==> src/rtl/cpu31_pkg.sv <==
// rtl/cpu31_pkg.sv - shared op indices, opcode/funct constants and fetch FSM states
package cpu31_pkg;

    localparam int OP_W     = 31;
    localparam int OP_ADD   = 0;
    localparam int OP_ADDU  = 1;
    localparam int OP_SUB   = 2;
    localparam int OP_SUBU  = 3;
    localparam int OP_AND   = 4;
    localparam int OP_OR    = 5;
    localparam int OP_XOR   = 6;
    localparam int OP_NOR   = 7;
    localparam int OP_SLT   = 8;
    localparam int OP_SLTU  = 9;
    localparam int OP_SLLV  = 10;
    localparam int OP_SRLV  = 11;
    localparam int OP_SRAV  = 12;
    localparam int OP_SLL   = 13;
    localparam int OP_SRL   = 14;
    localparam int OP_SRA   = 15;
    localparam int OP_ADDI  = 16;
    localparam int OP_ADDIU = 17;
    localparam int OP_ANDI  = 18;
    localparam int OP_ORI   = 19;
    localparam int OP_XORI  = 20;
    localparam int OP_SLTI  = 21;
    localparam int OP_SLTIU = 22;
    localparam int OP_LUI   = 23;
    localparam int OP_LW    = 24;
    localparam int OP_SW    = 25;
    localparam int OP_BNE   = 26;
    localparam int OP_BEQ   = 27;
    localparam int OP_J     = 28;
    localparam int OP_JAL   = 29;
    localparam int OP_JR    = 30;

    localparam logic [5:0] OPC_RTYPE = 6'h00;
    localparam logic [5:0] OPC_J     = 6'h02;
    localparam logic [5:0] OPC_JAL   = 6'h03;
    localparam logic [5:0] OPC_BEQ   = 6'h04;
    localparam logic [5:0] OPC_BNE   = 6'h05;
    localparam logic [5:0] OPC_ADDI  = 6'h08;
    localparam logic [5:0] OPC_ADDIU = 6'h09;
    localparam logic [5:0] OPC_SLTI  = 6'h0a;
    localparam logic [5:0] OPC_SLTIU = 6'h0b;
    localparam logic [5:0] OPC_ANDI  = 6'h0c;
    localparam logic [5:0] OPC_ORI   = 6'h0d;
    localparam logic [5:0] OPC_XORI  = 6'h0e;
    localparam logic [5:0] OPC_LUI   = 6'h0f;
    localparam logic [5:0] OPC_LW    = 6'h23;
    localparam logic [5:0] OPC_SW    = 6'h2b;

    localparam logic [5:0] FN_SLL  = 6'h00;
    localparam logic [5:0] FN_SRL  = 6'h02;
    localparam logic [5:0] FN_SRA  = 6'h03;
    localparam logic [5:0] FN_SLLV = 6'h04;
    localparam logic [5:0] FN_SRLV = 6'h06;
    localparam logic [5:0] FN_SRAV = 6'h07;
    localparam logic [5:0] FN_JR   = 6'h08;
    localparam logic [5:0] FN_ADD  = 6'h20;
    localparam logic [5:0] FN_ADDU = 6'h21;
    localparam logic [5:0] FN_SUB  = 6'h22;
    localparam logic [5:0] FN_SUBU = 6'h23;
    localparam logic [5:0] FN_AND  = 6'h24;
    localparam logic [5:0] FN_OR   = 6'h25;
    localparam logic [5:0] FN_XOR  = 6'h26;
    localparam logic [5:0] FN_NOR  = 6'h27;
    localparam logic [5:0] FN_SLT  = 6'h2a;
    localparam logic [5:0] FN_SLTU = 6'h2b;

    localparam logic [31:0] RESET_PC_DEFAULT = 32'h0040_0000;

    typedef enum logic [1:0] {
        FETCH = 2'd0,
        ISSUE = 2'd1,
        HALT  = 2'd2
    } fetch_state_e;

endpackage

==> src/rtl/instr_decode.sv <==
// rtl/instr_decode.sv - combinational 32-bit word to one-hot op / illegal decode
module instr_decode
    import cpu31_pkg::*;
(
    input  logic [31:0]     word,
    output logic [OP_W-1:0] op,
    output logic            illegal
);

    logic [5:0]      opcode;
    logic [5:0]      funct;
    logic [4:0]      rs;
    logic [4:0]      shamt;
    logic [OP_W-1:0] raw;
    logic            field_bad;
    logic            unused_fields;

    assign opcode        = word[31:26];
    assign rs            = word[25:21];
    assign shamt         = word[10:6];
    assign funct         = word[5:0];
    assign unused_fields = ^word[20:11];

    always_comb begin
        raw       = '0;
        field_bad = 1'b0;
        if (opcode == OPC_RTYPE) begin
            case (funct)
                FN_ADD:  raw[OP_ADD]  = 1'b1;
                FN_ADDU: raw[OP_ADDU] = 1'b1;
                FN_SUB:  raw[OP_SUB]  = 1'b1;
                FN_SUBU: raw[OP_SUBU] = 1'b1;
                FN_AND:  raw[OP_AND]  = 1'b1;
                FN_OR:   raw[OP_OR]   = 1'b1;
                FN_XOR:  raw[OP_XOR]  = 1'b1;
                FN_NOR:  raw[OP_NOR]  = 1'b1;
                FN_SLT:  raw[OP_SLT]  = 1'b1;
                FN_SLTU: raw[OP_SLTU] = 1'b1;
                FN_SLLV: raw[OP_SLLV] = 1'b1;
                FN_SRLV: raw[OP_SRLV] = 1'b1;
                FN_SRAV: raw[OP_SRAV] = 1'b1;
                FN_SLL:  raw[OP_SLL]  = 1'b1;
                FN_SRL:  raw[OP_SRL]  = 1'b1;
                FN_SRA:  raw[OP_SRA]  = 1'b1;
                FN_JR:   raw[OP_JR]   = 1'b1;
                default: raw = '0;
            endcase
            // Immediate shifts carry shamt but need rs=0; variable shifts may use any shamt.
            case (funct)
                FN_SLL, FN_SRL, FN_SRA:    field_bad = (rs != 5'd0);
                FN_SLLV, FN_SRLV, FN_SRAV: field_bad = 1'b0;
                default:                   field_bad = (shamt != 5'd0);
            endcase
        end else begin
            case (opcode)
                OPC_ADDI:  raw[OP_ADDI]  = 1'b1;
                OPC_ADDIU: raw[OP_ADDIU] = 1'b1;
                OPC_ANDI:  raw[OP_ANDI]  = 1'b1;
                OPC_ORI:   raw[OP_ORI]   = 1'b1;
                OPC_XORI:  raw[OP_XORI]  = 1'b1;
                OPC_SLTI:  raw[OP_SLTI]  = 1'b1;
                OPC_SLTIU: raw[OP_SLTIU] = 1'b1;
                OPC_LUI:   raw[OP_LUI]   = 1'b1;
                OPC_LW:    raw[OP_LW]    = 1'b1;
                OPC_SW:    raw[OP_SW]    = 1'b1;
                OPC_BNE:   raw[OP_BNE]   = 1'b1;
                OPC_BEQ:   raw[OP_BEQ]   = 1'b1;
                OPC_J:     raw[OP_J]     = 1'b1;
                OPC_JAL:   raw[OP_JAL]   = 1'b1;
                default:   raw = '0;
            endcase
        end
        illegal = field_bad || (raw == '0);
        op      = illegal ? '0 : raw;
    end

endmodule

==> src/rtl/fetch_decode_unit.sv <==
// rtl/fetch_decode_unit.sv - PC owner, imem fetch handshake, decode and issue hold
// Optional FETCH_ILLEGAL_TRAP_EN: an illegal word halts the stage until reset.
module fetch_decode_unit
    import cpu31_pkg::*;
#(
    parameter logic [31:0] RESET_PC = RESET_PC_DEFAULT
)
(
    input  logic            clk,
    input  logic            rst,
    output logic            imem_req,
    output logic [31:0]     imem_addr,
    input  logic            imem_ready,
    input  logic [31:0]     imem_rdata,
    output logic            op_valid,
    input  logic            op_ready,
    output logic [OP_W-1:0] op,
    output logic [31:0]     instr,
    output logic [31:0]     pc,
    output logic [31:0]     pc_plus4,
    input  logic            redirect_valid,
    input  logic [31:0]     redirect_pc,
    output logic            illegal,
    output logic            halted
);

    fetch_state_e    state;
    fetch_state_e    state_next;
    logic [OP_W-1:0] dec_op;
    logic            dec_illegal;
    logic            fetch_done;
    logic            accept;

    instr_decode u_decode (
        .word    (imem_rdata),
        .op      (dec_op),
        .illegal (dec_illegal)
    );

    assign imem_addr  = pc;
    assign pc_plus4   = pc + 32'd4;
    assign fetch_done = (state == FETCH) && imem_ready;
    assign accept     = (state == ISSUE) && op_ready;

    always_ff @(posedge clk) begin
        if (rst) begin
            state <= FETCH;
        end else begin
            state <= state_next;
        end
    end

    always_comb begin
        state_next = state;
        imem_req   = 1'b0;
        op_valid   = 1'b0;
        case (state)
            FETCH: begin
                imem_req = 1'b1;
                if (imem_ready) begin
`ifdef FETCH_ILLEGAL_TRAP_EN
                    state_next = dec_illegal ? HALT : ISSUE;
`else
                    state_next = ISSUE;
`endif
                end
            end
            ISSUE: begin
                op_valid = 1'b1;
                if (op_ready) begin
                    state_next = FETCH;
                end
            end
            HALT:    state_next = HALT;
            default: state_next = FETCH;
        endcase
    end

`ifdef FETCH_ILLEGAL_TRAP_EN
    assign halted = (state == HALT);
`else
    assign halted = 1'b0;
`endif

    // Redirect is only meaningful alongside the instruction being accepted.
    always_ff @(posedge clk) begin
        if (rst) begin
            pc      <= RESET_PC;
            instr   <= '0;
            op      <= '0;
            illegal <= 1'b0;
        end else if (fetch_done) begin
            instr   <= imem_rdata;
            op      <= dec_op;
            illegal <= dec_illegal;
        end else if (accept) begin
            pc <= redirect_valid ? (redirect_pc & 32'hFFFF_FFFC) : pc_plus4;
        end
    end

endmodule

==> config.mk <==
export PLATFORM = sky130hd
export DESIGN_NAME = fetch_decode_unit
export DESIGN_NICKNAME = d
export VERILOG_FILES = /design/src/rtl/cpu31_pkg.sv /design/src/rtl/instr_decode.sv /design/src/rtl/fetch_decode_unit.sv
export SDC_FILE = /design/constraint.sdc
export NUM_CORES = 1
export LEC_CHECK = 0
export ABC_AREA = 1
export BUFFER_PORTS_ARGS = -buffer_cell sky130_fd_sc_hd__buf_2
export CORE_ASPECT_RATIO = 1.75
export CORE_MARGIN = 2
export CORE_UTILIZATION = 52
export DETAILED_ROUTE_END_ITERATION = 7
export MAX_ROUTING_LAYER = met4
export PLACE_DENSITY = 0.87
export SKIP_LAST_GASP = 1
export SYNTH_ARGS = -nofsm -noshare
export SYNTH_HDL_FRONTEND = slang
export SYNTH_SLANG_ARGS = --single-unit
==> constraint.sdc <==
create_clock -name clk -period 3.45 [get_ports clk]
set_input_delay 0.1725 -clock clk [delete_from_list [all_inputs] [get_ports clk]]
set_output_delay 0.1725 -clock clk [all_outputs]
set_load 0.02 [all_outputs]
## Yosys cells after proc, flatten, opt, wreduce, memory -nomap -nowiden

Cells that the tools add are included.

- Add/subtract/negate cells: 1
- $mul: 0
- Divide/modulo/power cells: 0
- $lt $le $gt $ge: 0
- Equality and inequality tests: 34
- Shifts and indexed selects: 0
- Mux-type cells: 41
- Bitwise logic cells: 1
- Reduce and logical (&&, ||, !) cells: 13

Operators by type and width:

| cell | count |
|---|---|
| 6-bit equality test (second input constant) | 12 |
| 31-bit 2-to-1 mux | 2 |
| 6-bit by 4-bit equality test with 1-bit output (second input constant) | 9 |
| 1-bit 2-to-1 mux | 34 |
| 32-bit by 3-bit adder with 32-bit output (second input constant) | 1 |
| 32-bit 2-to-1 mux | 1 |
| 31-bit logical NOT | 1 |
| 6-bit by 3-bit equality test with 1-bit output (second input constant) | 5 |
| 6-bit by 2-bit equality test with 1-bit output (second input constant) | 4 |
| 6-bit logical NOT | 2 |
| 5-bit nonzero test | 2 |
| 2-bit one-hot mux with 3 select lines | 1 |
| 3-bit OR reduction | 2 |
| 2-bit 2-to-1 mux | 2 |
| 2-bit != test (second input constant) | 2 |
| 2-bit AND reduction | 2 |
| 2-bit by 1-bit equality test with 1-bit output (second input constant) | 1 |
| 2-bit equality test (second input constant) | 1 |
| 1-bit logical AND | 2 |
| 2-bit logical NOT | 1 |
| 1-bit one-hot mux with 2 select lines | 1 |
| 1-bit logical OR | 1 |
| 1-bit inverter | 1 |

- Register bits after elaboration: 98
- Bits in latches: 0
- RAM bits: 0
- Bits in read-only memories: 0
- Input port bits: 69
- Output and inout bits: 163
- Logic and storage cells: 95
- Memories: 0

## Depth between registers and ports, before layout

- Word-level depth: 6
- Mapped depth: 14

## By module

A second synthesis with hierarchy kept.

- Cells, all modules: 846
- Area, all modules: 5495.3 um^2

Modules (own cells, without submodules):

| module | times used | cells an instance | area each (um^2) | sequential area each (um^2) |
|---|---|---|---|---|
| fetch_decode_unit | 1 | 688 | 4743.3 | 1921.8 |
| instr_decode | 1 | 158 | 752.0 | 0.0 |

## Worst setup path after synthesis

Ideal clock, no wire load.

- Path kind: register to register
- Start point: reg pc[2], in the netlist imem_addr[2]
- End point: reg pc[16], in the netlist imem_addr[16]
- Setup time: 0.070 ns
- Arrival: 1.990 ns
- Path slack: 1.389 ns
- Stages on the path, launching flop included: 10
- Buffers on the path: 0
- Path through: dfxtp_1 ha_1 nand2_1 nor2_2 nand2_1 nor2_1 nand2_1 xnor2_1 o21ai_0 a21oi_1

- Longest elaborated chain between the ends: 2

Ends and longest elaborated chain:

| what | line | source |
|---|---|---|
| start, declared | fetch_decode_unit.sv:19 | `output logic [31:0] pc,` |
| start signal, assigned | fetch_decode_unit.sv:97 | `pc <= redirect_valid ? (redirect_pc & 32'hFFFF_FFFC) : pc_plus4;` |
| 32-bit by 3-bit adder with 32-bit output | fetch_decode_unit.sv:41 | `assign pc_plus4 = pc + 32'd4;` |
| via pc_plus4[16] | fetch_decode_unit.sv:20 | `output logic [31:0] pc_plus4,` |
| 32-bit 2-to-1 mux | fetch_decode_unit.sv:97 |  |

The timed path passes the listed nets, and every way through them passes these cells.
A chain may end at the register's enable or synchronous reset.

## Worst setup path in the final report

- Start point: reg pc[2], in the netlist imem_addr[2]
- End point: out pc_plus4[28]

- Longest elaborated chain between the ends: 1

Ends and longest elaborated chain:

| what | line |
|---|---|
| 32-bit by 3-bit adder with 32-bit output | fetch_decode_unit.sv:41 |
| end, declared | fetch_decode_unit.sv:20 |

Every way passes these cells.

==> flow_summary_export.csv <==
group,metric,value,unit
synth,synth_seq_cells,96,
routing,ant_nets,0,
die,die_h,137,µm
pwr,switchingPower,0.849,mW
cts,clk_pin_slew,0.07,ns
critical_path,cp_data_required_time,3.28,ns
global_route,grt-ovfl-total,0,
routing,drtIter0Drc,304,
cells_and_area,nFillCells,913,
timing,fin_setup_tns,0,ns
global_route,grt_pass1_wl,25.4,mm
cts,numCtsBuffers,9,
critical_path,crit_slowest_cell,"dfxtp_1",
cells_and_area,syn_to_final_growth,23.3,%
die,rows,48,
timing,final-setup-viol-count,0,
critical_path,arrival,2.45,ns
placed_design,gp_congestion,0.964,
critical_path,path_max_fanout,7,
cts,cts-root-buf,"clkbuf_16",
die,die_x,79.8,µm
cts,clock-sinks,96,
critical_path,cpMostUsedCell,"nand2_1",
run,cap_violations,0,
pwr,p_leak,3.20,nW
cells_and_area,final_area,0.00645,mm²
timing,finalClockSkew,0.00731,ns
timing,fmax,0.381,GHz
timing,setup_slack,0.828,ns
hold_path,holdCritPathClass,"input pin to flop",
timing,period_share,76.0,%
critical_path,cp_cell_sequence,"ha_1 > nand2_1 > nor2_2 > nand2_1 > nor2_1 > nand3_1 > inv_1 > nand2_1 > nand2_1 > nand2_1 > buf_2",
routing,drc,0,
global_route,grt_pass1_vias,5295,
placed_design,dpl.hpwl,12.3,mm
pwr,clkPwrFrac,38.2,%
die,io_pins,232,
cts,post-cts-setup-buffer-count,0,
critical_path,slowest_delay,0.45,ns
pwr,combPwrFrac,17.8,%
die,dieArea,0.0109,mm²
timing,finalHoldViolations,0,
routing,vias_per_cell,5.25,
timing,relSlewSlack,27.4,%
timing,worst_slew_pin_slew,1.09,ns
timing,finalMaxSlewViolations,0,
critical_path,cp-end-kind,"primary output",
routing,vias,5775,
cells_and_area,nNetsFinal,1040,
timing,rsz0062_at_grt,"no",
outcome,outcome,"completed",
cells_and_area,layout-drive-gt1-share,27.6,%
global_route,grt_use_total,30.6,%
synth,netlist_area,0.00523,mm²
synth,synth_cells,797,
cells_and_area,fin_util,65.5,%
routing,wl,16.3,mm
placed_design,portBuffers,222,
cts,clk_latency,0.34,ns
die,initial_core_util,53.1,%
pwr,vdd.ir_drop.worst,0.345,mV
pwr,p_sw_share,31.0,%
cts,tritoncts,"built",
routing,routedWlPerCell,14.8,µm
cts,cts_resized,0,
global_route,antenna_found_initial,0,
critical_path,start_kind,"flop",
cts,cts_max_level,3,
pwr,power_density,424,mW/mm²
global_route,grt_max_degree,75,
placed_design,dpl_worst_slack,1.24,ns
synth,ys_seq_area_share,36.7,%
cts,clk_path_buf_depth,2,
synth,synth_cell_types,36,
routing,dr.pass1.iters,6,
cts,postCtsHoldBufs,0,
critical_path,path_class,"flop to primary output",
placed_design,dpl_cell_area,0.00614,mm²
synth,syn_avg_cell_area,6.56,µm²
synth,synth_warnings,0,
pwr,pwr-share-seq,44.0,%
die,coreArea,0.00985,mm²
timing,finalCriticalPeriod,2.62,ns
pwr,intPower,1.89,mW
cells_and_area,diodes,0,
metrics by stage:
stage                     total power [mW]  hold WS, ns  instances
after floorplan                       1.55        0.320        803
after global placement                1.71        0.421       1084
after detailed placement              1.71        0.434       1084
after CTS                             2.75       0.0741       1100
after global routing                  2.84       0.0895       1100
final                                 2.74       0.0825       1100
power by group through the flow:
stage	combinational, mW	sequential, mW	clock [mW]
after floorplan	0.270	1.28	0
after global placement	0.479	1.23	0
after global routing	0.530	1.21	1.10
final	0.487	1.20	1.04
after detailed placement	0.486	1.23	0
after CTS	0.487	1.20	1.06
cell type report:
cell class	count	area (µm²)	share of cell area, %
clock inverter	7	83.8	1.30
tap	125	156	2.43
multi-input combinational	569	2650	41.2
inverter	65	244	3.78
timing repair buffer	229	1160	18.0
clock buffer	9	225	3.49
sequential	96	1920	29.8
registers in the layout, summed over array words and instances (netlist names):
register   flops
instr         32
imem_addr     30
state          2
illegal        1
op            31
final timing paths:
kind	from	end	slack [ns]	cells after the start
min	imem_rdata[20]	instr[20]$_SDFFE_PP0P_	0.08	3
max reg2reg	imem_addr[2]$_SDFFE_PP0P_	imem_addr[28]$_SDFFE_PP0P_	1.17	12
max	imem_addr[2]$_SDFFE_PP0P_	pc_plus4[28]	0.83	11
min reg2reg	state[1]$_SDFFE_PP0P_	state[1]$_SDFFE_PP0P_	0.46	2
cells in the final DEF, fill, tap and decap left out, types with 2 or more instances in the layout:
master,Yosys,layout
a221oi_1,4,4
xnor2_1,3,3
a31oi_1,2,2
conb_1,1,7
clkbuf_16,0,9
nand2_1,145,144
dfxtp_1,96,96
o31ai_1,2,2
nor2_1,156,156
nor4_1,4,4
a211oi_1,2,2
nor3_1,18,18
xor2_1,16,16
nand2_2,2,3
o21ai_0,59,59
o21ai_1,2,2
inv_1,65,65
nand3b_1,3,3
inv_6,0,4
buf_4,38,7
a21oi_1,69,69
nor2_2,18,18
buf_2,0,222
nand4_1,5,5
nand3_1,42,42
critical path, delay by kind of cell, from the launching register on:
kind                     cells  cell delay [ns]
AND/OR/NAND/NOR              8             1.08
flip-flops                   1             0.45
buffers and inverters        2             0.35
adder cells (fa/ha/maj)      1             0.22
Yosys cell counts, drive strengths merged:
| cell type | instances | share of area [%] |
|---|---|---|
| nor2 | 175 | 14 |
| nand2 | 147 | 11 |
| dfxtp | 96 | 37 |
| a21oi | 69 | 6.6 |
| inv | 65 | 4.7 |
| o21ai | 61 | 5.8 |
| buf | 44 | 6.2 |
| nand3 | 44 | 4.5 |
| clkbuf | 29 | 2.1 |
| nor3 | 18 | 1.7 |
| xor2 | 16 | 2.7 |
| nand4 | 5 | 0.60 |
| a221oi | 4 | 0.67 |
| nor4 | 4 | 0.48 |
| nand3b | 3 | 0.43 |
| xnor2 | 3 | 0.50 |
| a211oi | 2 | 0.29 |
| a31oi | 2 | 0.24 |
| o31ai | 2 | 0.29 |
| a22oi | 1 | 0.14 |
| and3 | 1 | 0.12 |
| conb | 1 | 0.072 |
| ha | 1 | 0.24 |
| nor3b | 1 | 0.14 |
| o211ai | 1 | 0.14 |
| o21a | 1 | 0.14 |
| o41ai | 1 | 0.17 |
per-layer routing:
layer | track usage, % | vias to the layer above | wire length, µm
met2 | 54.8 | 256 | 8820
met3 | 3.56 | 62 | 955
met1 | 31.5 | 2597 | 5740
li1 | - | 2860 | -
met4 | 18.1 | 0 | 807
met5 | - | - | 0
kinds of logic (layout without fill, tap and decap cells):
| family | after synthesis | count (layout) | synth area share, % |
|---|---|---|---|
| simple gates | 398 | 398 | 32.2 |
| compound gates | 144 | 144 | 14.5 |
| buf+inv | 138 | 310 | 13.0 |
| flops | 96 | 96 | 36.7 |
| xor+xnor | 19 | 19 | 3.18 |
| fa+ha+maj | 1 | 1 | 0.239 |
| other cells | 1 | 7 | 0.0717 |
Power figures use the tool's default switching activity.
